[config.mk]
export PLATFORM = sky130hd
export DESIGN_NAME = multi_ch_pulse_sync
export DESIGN_NICKNAME = d
export VERILOG_FILES = /design/src/rtl/multi_ch_pulse_sync.sv
export SDC_FILE = /design/constraint.sdc
export NUM_CORES = 1
export LEC_CHECK = 0
export CAP_MARGIN = 0
export CORE_UTILIZATION = 30
export CTS_BUF_LIST = sky130_fd_sc_hd__clkbuf_8
export DETAILED_ROUTE_END_ITERATION = 12
export PLACE_DENSITY_LB_ADDON = 0.12
export SLEW_MARGIN = 10
export SYNTH_ARGS = -nofsm -noshare
export SYNTH_HDL_FRONTEND = slang
export SYNTH_SLANG_ARGS = --single-unit
[constraint.sdc]
create_clock -name fast_clk -period 2 [get_ports fast_clk]
set_input_delay 0.4 -clock fast_clk [delete_from_list [all_inputs] [get_ports fast_clk]]
set_output_delay 0.4 -clock fast_clk [all_outputs]
set_load 0.02 [all_outputs]
[src/rtl/multi_ch_pulse_sync.sv]
// multi_ch_pulse_sync: per-channel synchroniser, edge select, stretched pulse and saturating event queue
// Ports:
//   fast_clk   destination clock
//   rst_n      asynchronous active-low reset
//   async_in   slow-domain event inputs, one bit per channel
//   ch_en      channel enable (fast_clk domain)
//   edge_mode  per channel [2i+1:2i]: 00 rise, 01 fall, 10 both, 11 rise
//   ovf_clr    one-cycle clear of the sticky overflow flag
//   fast_pulse PULSE_W-cycle pulse per accepted event
//   busy       channel active or events still queued
//   overflow   sticky: an event was dropped on a full queue
module multi_ch_pulse_sync #(
    parameter int NUM_CH      = 4,
    parameter int SYNC_STAGES = 2,
    parameter int PULSE_W     = 1,
    parameter int CNT_W       = 2
) (
    input  logic                  fast_clk,
    input  logic                  rst_n,
    input  logic [NUM_CH-1:0]     async_in,
    input  logic [NUM_CH-1:0]     ch_en,
    input  logic [2*NUM_CH-1:0]   edge_mode,
    input  logic [NUM_CH-1:0]     ovf_clr,
    output logic [NUM_CH-1:0]     fast_pulse,
    output logic [NUM_CH-1:0]     busy,
    output logic [NUM_CH-1:0]     overflow
);
    localparam int WC_W = $clog2(PULSE_W + 1);
    localparam logic [1:0] IDLE = 2'd0;
    localparam logic [1:0] HIGH = 2'd1;
    localparam logic [1:0] GAP  = 2'd2;
    localparam logic [WC_W-1:0] WC_INIT = WC_W'(PULSE_W - 1);
    localparam logic [CNT_W-1:0] PEND_MAX = '1;
    for (genvar i = 0; i < NUM_CH; i++) begin : g_ch
        logic [SYNC_STAGES-1:0] sync_q;
        logic                   s;
        logic                   p_q;
        logic                   rise;
        logic                   fall;
        logic                   evt;
        logic                   drop;
        logic [1:0]             mode;
        logic [1:0]             st_q;
        logic [1:0]             st_d;
        logic [WC_W-1:0]        wc_q;
        logic [WC_W-1:0]        wc_d;
        logic [CNT_W-1:0]       pd_q;
        logic [CNT_W-1:0]       pd_d;
        logic                   pulse_q;
        logic                   pulse_d;
        logic                   ovf_q;
        // The chain and p keep running while disabled so re-enabling never
        // exposes a stale edge.
        always_ff @(posedge fast_clk or negedge rst_n) begin
            if (!rst_n) begin
                sync_q <= '0;
                p_q    <= 1'b0;
            end else begin
                sync_q <= {sync_q[SYNC_STAGES-2:0], async_in[i]};
                p_q    <= s;
            end
        end
        assign s    = sync_q[SYNC_STAGES-1];
        assign rise = s & ~p_q;
        assign fall = ~s & p_q;
        assign mode = edge_mode[2*i +: 2];
        assign evt  = ch_en[i] & (mode == 2'b01 ? fall : mode == 2'b10 ? (rise | fall) : rise);
        always_comb begin
            st_d    = st_q;
            wc_d    = wc_q;
            pd_d    = pd_q;
            pulse_d = pulse_q;
            drop    = 1'b0;
            if (!ch_en[i]) begin
                st_d    = IDLE;
                wc_d    = '0;
                pd_d    = '0;
                pulse_d = 1'b0;
            end else begin
                case (st_q)
                    IDLE: begin
                        if (evt) begin
                            st_d    = HIGH;
                            wc_d    = WC_INIT;
                            pulse_d = 1'b1;
                        end
                    end
                    HIGH: begin
                        if (wc_q == '0) begin
                            st_d    = GAP;
                            pulse_d = 1'b0;
                        end else begin
                            wc_d = wc_q - WC_W'(1);
                        end
                        if (evt) begin
                            if (pd_q != PEND_MAX) pd_d = pd_q + CNT_W'(1);
                            else drop = 1'b1;
                        end
                    end
                    GAP: begin
                        // An event in the gap with an empty queue is enqueued and
                        // dequeued at once; with a non-empty queue it cancels the dequeue.
                        if (pd_q != '0 || evt) begin
                            st_d    = HIGH;
                            wc_d    = WC_INIT;
                            pulse_d = 1'b1;
                            pd_d    = (pd_q != '0 && !evt) ? pd_q - CNT_W'(1) : pd_q;
                        end else begin
                            st_d = IDLE;
                        end
                    end
                    default: begin
                        st_d    = IDLE;
                        pulse_d = 1'b0;
                    end
                endcase
            end
        end
        always_ff @(posedge fast_clk or negedge rst_n) begin
            if (!rst_n) begin
                st_q    <= IDLE;
                wc_q    <= '0;
                pd_q    <= '0;
                pulse_q <= 1'b0;
                ovf_q   <= 1'b0;
            end else begin
                st_q    <= st_d;
                wc_q    <= wc_d;
                pd_q    <= pd_d;
                pulse_q <= pulse_d;
                // A drop in the same cycle as a clear keeps the flag set.
                ovf_q   <= drop | (ovf_q & ~ovf_clr[i]);
            end
        end
        assign fast_pulse[i] = pulse_q;
        assign busy[i]       = (st_q != IDLE) | (pd_q != '0);
        assign overflow[i]   = ovf_q;
    end
endmodule

== After elaboration in Yosys (flattened, before gate mapping) ==
Index checks and enable logic that the tools add are counted.

* Flip-flop bits (word level): 40
* Output and inout port bits: 12
* Logic and storage cells: 280

* Add/sub/neg operators: 12
* Equal/unequal tests: 52
* Multiplexer cells: 108
* Bitwise operators: 40
* Reduce and logical (&&, ||, !) cells: 40

{| class="wikitable"
|+ Operator list
! cell !! count
|-
| $ne A3 B3 Y1 const B || 24
|-
| $mux W2 || 32
|-
| $mux W1 || 60
|-
| $pmux W1 S3 || 8
|-
| $pmux W2 S3 || 4
|-
| $reduce_and A3 Y1 || 8
|-
| $reduce_and A5 Y1 || 4
|-
| $and A1 B1 Y1 || 16
|-
| $eq A2 B1 Y1 const B || 8
|-
| $eq A2 B2 Y1 const B || 8
|-
| $ne A4 B1 Y1 const B || 4
|-
| $pmux W2 S2 || 4
|-
| $reduce_bool A2 Y1 || 8
|-
| $ne A3 B1 Y1 const B || 4
|-
| $not A1 Y1 || 12
|-
| $or A1 B1 Y1 || 12
|-
| $add A2 B1 Y2 const B || 4
|-
| $logic_not A2 Y1 || 4
|-
| $ne A2 B2 Y1 const B || 4
|-
| $reduce_and A2 Y1 || 4
|-
| $sub A2 B1 Y2 const B || 4
|-
| $logic_and A1 B1 Y1 || 4
|-
| $logic_not A1 Y1 || 4
|-
| $logic_or A1 B1 Y1 || 4
|-
| $sub A1 B1 Y1 const B || 4
|}

== Logic depth before layout (Yosys ltp) ==
Gate-level depths: netlist of the first run.

* Depth after elaboration: 12
* Gate-level depth with buffers: 7
* Mapped depth without buffers: 7

== Worst setup path before layout of the first run ==
No wires, ideal clock.

* Path type: register to register
* Start: reg g_ch[0].sync_q[1]
* End: reg g_ch[0].pd_q[0]
* Library setup time: 0.150 ns
* Arrival time: 1.549 ns
* Data required time: 1.850 ns
* Slack: 0.301 ns
* Cell stages (with the launch flop): 8
* Buffers on the path: 0
* Cell sequence: dfrtp_1 > inv_1 > ha_1 > and3b_1 > a211oi_4 > mux2_2 > nand2_1 > o311ai_0

* Longest elaborated chain between the ends: 10
* Elaborated cells between the ends (all ways): 14
* Classes of those cells: 3 x eq/ne; 2 x mux; 5 x bitwise; 4 x reduce/logical

{| class="wikitable"
|+ RTL lines
! item !! line !! text
|-
| start, declared || 35 || <nowiki>logic [SYNC_STAGES-1:0] sync_q;</nowiki>
|-
| start signal, assigned || 59 || <nowiki>sync_q <= {sync_q[SYNC_STAGES-2:0], async_in[i]};</nowiki>
|-
| $not A1 Y1 || 65 || <nowiki>assign fall = ~s & p_q;</nowiki>
|-
| $and A1 B1 Y1 || 65 ||
|-
| $or A1 B1 Y1 || 67 || <nowiki>assign evt = ch_en[i] & (mode == 2'b01 ? fall : mode == 2'b10 ? (rise | fall) : rise);</nowiki>
|-
| $mux W1 || 67 ||
|-
| $mux W1 (*) || 67 ||
|-
| $and A1 B1 Y1 (*) || 67 ||
|-
| $logic_not A1 Y1 || 107 || <nowiki>pd_d = (pd_q != '0 && !evt) ? pd_q - CNT_W'(1) : pd_q;</nowiki>
|-
| $logic_and A1 B1 Y1 || 107 ||
|-
| $ne A3 B3 Y1 (no line) || - ||
|-
| $reduce_and A5 Y1 (no line) (*) || - ||
|-
| end signal, assigned || 129 || <nowiki>pd_q <= pd_d;</nowiki>
|-
| end, declared || 47 || <nowiki>logic [CNT_W-1:0] pd_q;</nowiki>
|}

Mark *: on every way between the ends. The rest lies on a longest branch, timed or not.
A chain may end at the register's enable or synchronous reset.

== Final worst setup path of the first run ==
* Start: reg g_ch[0].pd_q[0]
* End: out busy[0]

* Longest elaborated chain between the ends: 2

{| class="wikitable"
|+ RTL lines
! item !! line !! text
|-
| $reduce_bool A2 Y1 || 136 || <nowiki>assign busy[i] = (st_q != IDLE) | (pd_q != '0);</nowiki>
|-
| $or A1 B1 Y1 || 136 ||
|-
| end, declared || 25 || <nowiki>output logic [NUM_CH-1:0] busy,</nowiki>
|}

No other way between the ends.

==> results.sh, run 1 <==
export IMPL_die_width_um=79.1
export IMPL_ir_drop_mv=0.256
export IMPL_cts_tree="yes"
export IMPL_initial_core_util_pct=31.8
export IMPL_relSlewSlack_pct=68.3
export IMPL_synth_largest_area_cell="dfrtp_1"
export IMPL_dr_pass1_iters=4
export IMPL_cp_required_ns=1.60
export IMPL_cp_max_fo=8
export IMPL_clock_path_buffers=2
export IMPL_fin_util_pct=41.0
export IMPL_dp_cells=279
export IMPL_holdBufCountCts=0
export IMPL_grt_pass1_vias=1310
export IMPL_fill_cells=566
export IMPL_fp_dieH_um=79.1
export IMPL_diodes=0
export IMPL_antenna_found_initial=0
export IMPL_rsz0062_at_grt="false"
export IMPL_ios=34
export IMPL_endpoint_kind="output port"
export IMPL_synth_area_mux_share_pct=3.58
export IMPL_ys_types=36
export IMPL_cts_resized=2
export IMPL_fin_worst_skew_ns=0.00372
export IMPL_synth_top_cells_by_count="36 x dfrtp_1, 21 x inv_1, 19 x nand2_1"
export IMPL_io_buffers=33
export IMPL_grt_overflow=0
export IMPL_wl_mm=3.33
export IMPL_wl_per_cell_um=11.6
export IMPL_grt_max_degree=20
export IMPL_netlist_instances=174
export IMPL_hold_violations=0
export IMPL_clk_latency_ns=0.28
export IMPL_async_reset_ff_share_pct=100
export IMPL_drt_iter0_markers=65
export IMPL_drv_cap=0
export IMPL_synth_edf_count=0
export IMPL_clock_sinks=36
export IMPL_gp_congestion=0.816
export IMPL_synth_area_leaders="dfrtp_1 51%, ha_1 5.6%, inv_1 4.4%, nand2_1 4.0%, buf_4 3.4%"
export IMPL_critPathKind="register to output port"
export IMPL_synth_most_common_cell="dfrtp_1"
export IMPL_synth_seq_cells=36
export IMPL_post_dp_hpwl_mm=2.50
export IMPL_core_area_mm2=0.00561
export IMPL_path_clk_slew_ns=0.07
export IMPL_synth_seq_area_share_pct=50.5
export IMPL_start_kind="register"
export IMPL_cts_buffers=5
export IMPL_vias_per_cell=4.66
export IMPL_synth_warnings=0
export IMPL_ant_nets=0
export IMPL_synth_top_area_share_pct=50.5
export IMPL_synth_compound_area_share_pct=14.2
export IMPL_finalNetCount=244
export IMPL_status="finished, final reports clean"
export IMPL_syn_to_final_growth_pct=28.9
export IMPL_drc=0
export IMPL_power_mw=1.59
export IMPL_synthAdderAreaFrac_pct=5.61
export IMPL_synthFlopType="dfrtp_1"
export IMPL_period_minus_slack_ns=1.92
export IMPL_power_density_mw_per_mm2=692
export IMPL_min_period_over_period_pct=96.2
export IMPL_finalNonFillerCells=287
export IMPL_syn_cell_area_mm2=0.00178
export IMPL_final_setup_viol_count=0
export IMPL_synth_nets=204
export IMPL_tightest_slew_ns=0.476
export IMPL_min_path_type="input pin to asynchronous set/reset pin"
export IMPL_syn_avg_cell_area_um2=10.2
export IMPL_p_leak_nw=1.06
export IMPL_dieArea_mm2=0.00626
export IMPL_cts_htree_levels=2
export IMPL_vias=1338
export IMPL_grt_use_total_pct=12.2
export IMPL_seq_area_um2=901
export IMPL_grt_pass1_wl_mm=5.81
export IMPL_postCtsSetupBuffers=0
export IMPL_cp_arrival_ns=1.52
export IMPL_synth_xor_area_share_pct=0.982
export IMPL_cts_root_buf="clkbuf_8"
export IMPL_maxSlewViolCount=0
export IMPL_fmaxAchievable_ghz=0.520
export IMPL_synth_simple_gate_area_share_pct=17.3
export IMPL_synth_top_family_by_area="simple AND/OR/NAND/NOR gates"
export IMPL_multi_input_area_um2=743
export IMPL_rows=27
export IMPL_post_route_cells_drive_above_1_share_pct=9.30
-- placed cells by master (no fill, tap or decap), drive strengths merged, types with 2 or more instances in the layout --
cell and n:
inv 23, dfrtp 36, or4 2, nor2b 7
o21ai 10, a31oi 4, ha 8, nand3b 3
a211o 2, clkbuf 6, o2111ai 2, clkdlybuf4s50 30
and2 8, a21oi 7, o211ai 3, and3b 2
nand3 3, o22ai 3, nand2b 3, mux2i 3
nor2 7, nand2 19, buf 9, dlygate4sd2 2
-- flip-flops by register name, summed over array words and instances, names as in the netlist --
register,cells
g_ch.p_q,4
g_ch.ovf_q,4
g_ch.st_q,8
g_ch.pulse_q,4
g_ch.sync_q,8
g_ch.pd_q,8
-- through the flow --
step | instance area, um2 | setup WS [ns] | hold slack [ns] | TNS [ns]
after floorplan | 1780 | 0.301 | 0.104 | 0
after global placement | 2210 | -0.00913 | 0.332 | -0.0150
after detailed placement | 2210 | -0.0670 | 0.337 | -0.0917
after CTS | 2300 | 0.0692 | 0.0722 | 0
after global routing | 2300 | 0.0109 | 0.0858 | 0
final | 2300 | 0.0757 | 0.0681 | 0
-- metal layers --
layer  global-route usage (%)  vias up  share of wire (%)
li1                         -      664                  -
met1                     15.2      632                 46
met2                     19.6       40                 48
met3                     4.02        2                5.6
met4                     4.36        0               0.57
met5                        0        -                  0
-- report_power, final --
group          internal, mW  switching [mW]  total (mW)
Combinational         0.144           0.138       0.282
Clock                 0.271           0.245       0.516
Sequential            0.765          0.0271       0.792
Total                  1.18           0.410        1.59
-- kinds of logic after synthesis --
kind of cell	count (synthesis)
flip-flops	36
buffers and inverters	29
XOR/XNOR	2
AND/OR/NAND/NOR	57
adder cells (fa/ha/maj)	8
multiplexers	5
AO/OA/AOI/OAI	37
-- worst max-delay path, cell delays in order (launching register included) --
cell and delay [ns]:
dfrtp_1 0.46, nor2_1 0.17, nand2_1 0.08, clkdlybuf4s50_1 0.54
-- path summary, 6_finish.rpt --
| check | slack, ns | startpoint | cells after the start | to |
|---|---|---|---|---|
| worst min-delay path | 0.07 | rst_n | 1 | g_ch[0].p_q$_DFF_PN0_ |
| worst max-delay path | 0.08 | g_ch[0].pd_q[0]$_DFFE_PN0P_ | 3 | busy[0] |
| worst min register to register | 0.35 | g_ch[0].sync_q[0]$_DFF_PN0_ | 0 | g_ch[0].sync_q[1]$_DFF_PN0_ |
| worst max register to register | 0.27 | g_ch[1].sync_q[1]$_DFF_PN0_ | 7 | g_ch[1].pd_q[0]$_DFFE_PN0P_ |
| min in group fast_clk | 0.35 | g_ch[0].sync_q[0]$_DFF_PN0_ | 0 | g_ch[0].sync_q[1]$_DFF_PN0_ |
| max in group asynchronous | 1.47 | rst_n | 2 | g_ch[3].st_q[0]$_DFFE_PN0P_ |
-- area by class of cell --
class,instances,share of cell area (%)
tap,72,3.92
clock buffer,6,3.59
sequential,36,39.2
inverter,21,3.43
timing repair buffer,41,17.2
multi-input combinational,109,32.3
clock inverter,2,0.327
(Power assumes the default switching activity.)
==> run 2, diff against run 1 <==
==> constraint.sdc (replaced) <==
create_clock -name fast_clk -period 1.6 [get_ports fast_clk]
set_input_delay 0.32 -clock fast_clk [delete_from_list [all_inputs] [get_ports fast_clk]]
set_output_delay 0.32 -clock fast_clk [all_outputs]
set_load 0.02 [all_outputs]
==> results.sh, run 2 (synthesized netlist as in run 1, its figures left out) <==
export IMPL_finalNonFillerCells=303
export IMPL_power_mw=2.02
export IMPL_vias=1433
export IMPL_cts_tree="yes"
export IMPL_min_path_type="input pin to asynchronous set/reset pin"
export IMPL_cts_root_buf="clkbuf_8"
export IMPL_p_leak_nw=1.20
export IMPL_tightest_slew_ns=0.463
export IMPL_cts_buffers=5
export IMPL_violations="setup timing"
export IMPL_fin_util_pct=44.6
export IMPL_hold_violations=0
export IMPL_startpoint="edge_mode[0]"
export IMPL_finalNetCount=261
export IMPL_path_depth=7
export IMPL_initial_core_util_pct=31.8
export IMPL_rows=27
export IMPL_r2r_end="g_ch[0].pd_q[0]$_DFFE_PN0P_"
export IMPL_io_buffers=33
export IMPL_core_area_mm2=0.00561
export IMPL_path_cells="clkdlybuf4s50_1 -> and3b_2 -> a211oi_4 -> buf_6 -> nand3b_1 -> o2111ai_2 -> o311ai_2"
export IMPL_endpoint="g_ch[0].pd_q[0]$_DFFE_PN0P_"
export IMPL_path_clk_slew_ns=0.07
export IMPL_cpMaxStageDelayCell="clkdlybuf4s50_1"
export IMPL_routed_wl_met2_mm=1.83
export IMPL_die_width_um=79.1
export IMPL_grt_use_total_pct=12.7
export IMPL_relSlewSlack_pct=69.2
export IMPL_highest_layer="met4"
export IMPL_critPathMaxStageDelay_ns=0.49
export IMPL_reg_top3="g_ch.pd_q x8, g_ch.st_q x8, g_ch.sync_q x8"
export IMPL_syn_to_final_growth_pct=40.2
export IMPL_mostFrequentLayoutCells="35 x dfrtp_1, 25 x clkdlybuf4s50_1, 23 x buf_4"
export IMPL_fin_setup_tns_ns=-0.398
export IMPL_clk_latency_ns=0.28
export IMPL_min_period_over_period_pct=106
export IMPL_placed_area_mm2=0.00231
export IMPL_r2r_slack_ns=-0.09
export IMPL_wl_per_cell_um=12.3
export IMPL_post_dp_hpwl_mm=2.61
export IMPL_grt_max_degree=37
export IMPL_critPathKind="input pin to register"
export IMPL_r2r_start="g_ch[0].p_q$_DFF_PN0_"
export IMPL_rsz0062_at_grt="true"
export IMPL_grt_pass1_wl_mm=6.22
export IMPL_cts_htree_levels=2
export IMPL_fp_dieH_um=79.1
export IMPL_ir_drop_mv=0.444
export IMPL_wl_mm=3.73
export IMPL_ant_nets=0
export IMPL_dp_cells=292
export IMPL_dp_slack_ns=-0.372
export IMPL_dieArea_mm2=0.00626
export IMPL_drc=0
export IMPL_met1Wirelength_mm=1.65
export IMPL_status="finished with violations"
export IMPL_r2r_cells=7
export IMPL_cp_required_ns=1.75
export IMPL_fmaxAchievable_ghz=0.589
export IMPL_setup_ws_ns=-0.0973
export IMPL_gp_congestion=0.808
export IMPL_whs_ns=0.0821
export IMPL_clock_sinks=36
export IMPL_dr_pass1_iters=4
export IMPL_period_minus_slack_ns=1.70
export IMPL_antenna_found_initial=0
export IMPL_grt_pass1_vias=1434
export IMPL_final_setup_viol_count=8
export IMPL_holdBufCountCts=0
export IMPL_crit_buf_inv=2
export IMPL_design_area_mm2=0.00250
export IMPL_diodes=0
export IMPL_met3_length_um=218
export IMPL_grt_overflow=0
export IMPL_drt_iter0_markers=41
export IMPL_maxSlewViolCount=0
export IMPL_cp_arrival_ns=1.84
export IMPL_fin_worst_skew_ns=0.00294
export IMPL_final_common_cell="dfrtp_1"
export IMPL_clock_path_buffers=2
export IMPL_post_route_cells_drive_above_1_share_pct=25.1
export IMPL_drv_cap=0
export IMPL_ios=34
export IMPL_cp_max_fo=5
export IMPL_vias_per_cell=4.73
export IMPL_power_density_mw_per_mm2=810
export IMPL_start_kind="input pin"
export IMPL_endpoint_kind="register"
export IMPL_cp_top_family="buffers and inverters"
==> run 2: how the worst min path moves through the flow <==
stage / endpoint / cells after the start / startpoint / slack (ns)
6_report: g_ch[0].sync_q[1]$_DFF_PN0_ / 2 / rst_n / 0.08
2_1_floorplan: g_ch[0].ovf_q$_DFF_PN0_ / 0 / rst_n / 0.02
3_3_place_gp: g_ch[0].sync_q[1]$_DFF_PN0_ / 0 / g_ch[0].sync_q[0]$_DFF_PN0_ / 0.33
5_1_grt: g_ch[0].sync_q[1]$_DFF_PN0_ / 2 / rst_n / 0.11
3_5_place_dp: g_ch[1].sync_q[1]$_DFF_PN0_ / 0 / g_ch[1].sync_q[0]$_DFF_PN0_ / 0.34
4_1_cts: g_ch[0].ovf_q$_DFF_PN0_ / 2 / rst_n / 0.09
==> run 2: where the power goes <==
group	internal (mW)	switching, mW
combinational	0.235	0.205
clock	0.290	0.309
sequential	0.957	0.0284
==> run 2: worst register-to-register path, cell delays in order, from the launching register on <==
cell and delay (ns):
dfrtp_1 0.40, ha_2 0.19, and3b_2 0.21, a211oi_4 0.27
buf_6 0.16, nand3b_1 0.10, o2111ai_2 0.10, o311ai_2 0.13
==> run 2: final cells by class <==
cell class	instances	area [um2]
clock inverter	2	8.76
tap	72	90.1
sequential	36	902
inverter	21	78.8
fill	562	3110
multi-input combinational	109	821
clock buffer	5	68.8
timing repair buffer	58	531
==> run 2: timing repair <==
item	in CTS	in global routing
setup endpoints to repair	9	16
pin swaps	6	12
setup buffers	3	1
resized for setup	18	25
==> run 2: routing by layer <==
metal  up-vias  track usage (%)
met4         0             3.82
met3         5             4.02
met1       685             16.2
li1        700                -
met5         -                0
met2        43             20.3
==> run 3, diff against run 2 <==
--- a/config.mk
+++ b/config.mk
@@ -6,10 +6,12 @@
 export NUM_CORES = 1
 export LEC_CHECK = 0
 export CAP_MARGIN = 0
+export CORE_ASPECT_RATIO = 0.5
 export CORE_UTILIZATION = 30
 export CTS_BUF_LIST = sky130_fd_sc_hd__clkbuf_8
 export DETAILED_ROUTE_END_ITERATION = 12
 export PLACE_DENSITY_LB_ADDON = 0.12
+export SKIP_CTS_REPAIR_TIMING = 1
 export SLEW_MARGIN = 10
 export SYNTH_ARGS = -nofsm -noshare
 export SYNTH_HDL_FRONTEND = slang
==> results.sh, run 3 (synthesized netlist as in run 1, its figures left out) <==
export IMPL_status="finished with violations"
export IMPL_violations="DRC, setup timing"
export IMPL_cpMaxStageDelayCell="or4_1"
export IMPL_grt_use_total_pct=12.7
export IMPL_finalNetCount=257
export IMPL_min_period_over_period_pct=107
export IMPL_cts_buffers=5
export IMPL_dp_slack_ns=-0.314
export IMPL_critPathMaxStageDelay_ns=0.56
export IMPL_io_buffers=33
export IMPL_crit_buf_inv=1
export IMPL_gp_congestion=0.783
export IMPL_clock_sinks=36
export IMPL_period_minus_slack_ns=1.72
export IMPL_syn_to_final_growth_pct=36.7
export IMPL_final_common_cell="dfrtp_1"
export IMPL_cp_required_ns=1.28
export IMPL_core_area_mm2=0.00561
export IMPL_relSlewSlack_pct=69.4
export IMPL_final_setup_viol_count=5
export IMPL_ant_nets=0
export IMPL_mostFrequentLayoutCells="36 x dfrtp_1, 22 x clkdlybuf4s50_1, 21 x inv_1"
export IMPL_r2r_slack_ns=-0.06
export IMPL_hold_violations=0
export IMPL_tightest_slew_ns=0.459
export IMPL_post_route_cells_drive_above_1_share_pct=18.9
export IMPL_placed_area_mm2=0.00229
export IMPL_drc=2
export IMPL_wl_per_cell_um=11.9
export IMPL_power_mw=1.98
export IMPL_grt_max_degree=37
export IMPL_min_path_type="input pin to asynchronous set/reset pin"
export IMPL_design_area_mm2=0.00244
export IMPL_maxSlewViolCount=0
export IMPL_cp_top_family="simple AND/OR/NAND/NOR gates"
export IMPL_drv_cap=0
export IMPL_path_clk_slew_ns=0.07
export IMPL_path_cells="or4_1 -> buf_2"
export IMPL_p_leak_nw=1.24
export IMPL_grt_overflow=0
export IMPL_vias=1366
export IMPL_drt_iter0_markers=56
export IMPL_ios=34
export IMPL_cp_max_fo=2
export IMPL_initial_core_util_pct=31.8
export IMPL_fp_dieH_um=56.5
export IMPL_dp_cells=291
export IMPL_die_width_um=111
export IMPL_reg_top3="g_ch.pd_q x8, g_ch.st_q x8, g_ch.sync_q x8"
export IMPL_clk_latency_ns=0.28
export IMPL_rsz0062_at_grt="true"
export IMPL_cts_root_buf="clkbuf_8"
export IMPL_dieArea_mm2=0.00627
export IMPL_seq_area_um2=901
export IMPL_grt_pass1_vias=1426
export IMPL_fmaxAchievable_ghz=0.582
export IMPL_endpoint_kind="output port"
export IMPL_ir_drop_mv=0.310
export IMPL_multi_input_area_um2=786
export IMPL_cp_arrival_ns=1.40
export IMPL_wl_mm=3.56
export IMPL_vias_per_cell=4.55
export IMPL_power_density_mw_per_mm2=812
export IMPL_cts_htree_levels=2
export IMPL_setup_ws_ns=-0.117
export IMPL_post_dp_hpwl_mm=2.64
export IMPL_fin_worst_skew_ns=0.00633
export IMPL_dr_pass1_iters=8
export IMPL_cts_tree="yes"
export IMPL_diodes=0
export IMPL_critPathKind="register to output port"
export IMPL_start_kind="register"
export IMPL_fill_cells=551
export IMPL_clock_path_buffers=2
export IMPL_antenna_found_initial=0
export IMPL_grt_pass1_wl_mm=6.24
export IMPL_rows=19
export IMPL_finalNonFillerCells=300
## run 3: changes by cell type in the layout (fill, tap and decap cells not counted), moves of 2 or more
cell,change
and3b_1,+2
and3b_2,-2
buf_4,-3
buf_6,-2
clkdlybuf4s15_1,-2
clkdlybuf4s50_1,-3
dlymetal6s2s_1,+5
## run 3: routing by layer
metal  routed length [um]  GRT usage [%]  part of all wire, %  up-vias
met5                    0              0                    0        -
met4                   34           5.41                 0.95        0
met3                  116           4.00                  3.3        4
met2                 1650           21.7                   46       20
met1                 1760           14.9                   49      650
li1                     -              -                    -      692
## run 3: worst paths after layout
| path | cells past startpoint | from | end |
|---|---|---|---|
| max | 2 | g_ch[1].pd_q[0]$_DFFE_PN0P_ | busy[1] |
| min | 2 | rst_n | g_ch[3].ovf_q$_DFF_PN0_ |
| max reg2reg | 7 | g_ch[1].sync_q[1]$_DFF_PN0_ | g_ch[1].pd_q[0]$_DFFE_PN0P_ |
| min reg2reg | 0 | g_ch[0].sync_q[0]$_DFF_PN0_ | g_ch[0].sync_q[1]$_DFF_PN0_ |
| max in group asynchronous | 2 | rst_n | g_ch[3].p_q$_DFF_PN0_ |
| min in group fast_clk | 0 | g_ch[0].sync_q[0]$_DFF_PN0_ | g_ch[0].sync_q[1]$_DFF_PN0_ |
## run 3: through the flow
step	TNS, ns	hold slack (ns)	util (%)
2_1_floorplan	-0.0448	0.0244	-
3_3_place_gp	-2.74	0.332	40.9
3_5_place_dp	-3.10	0.337	40.9
4_1_cts	-1.58	0.0869	42.3
5_1_grt	-0.623	0.104	43.4
6_report	-0.303	0.0710	43.4
## run 3: final cells by class
type                            instances  area share (%)
Inverter                               21            3.23
Tap cell                               73            3.75
Timing Repair Buffer                   54            20.6
Clock inverter                          2           0.359
Multi-Input combinational cell        109            32.2
Clock buffer                            5            2.82
Sequential cell                        36            37.0
## run 3: power breakdown
group / switching (mW) / internal (mW)
combinational: 0.195 / 0.210
sequential: 0.0283 / 0.957
clock: 0.299 / 0.289
total: 0.523 / 1.46
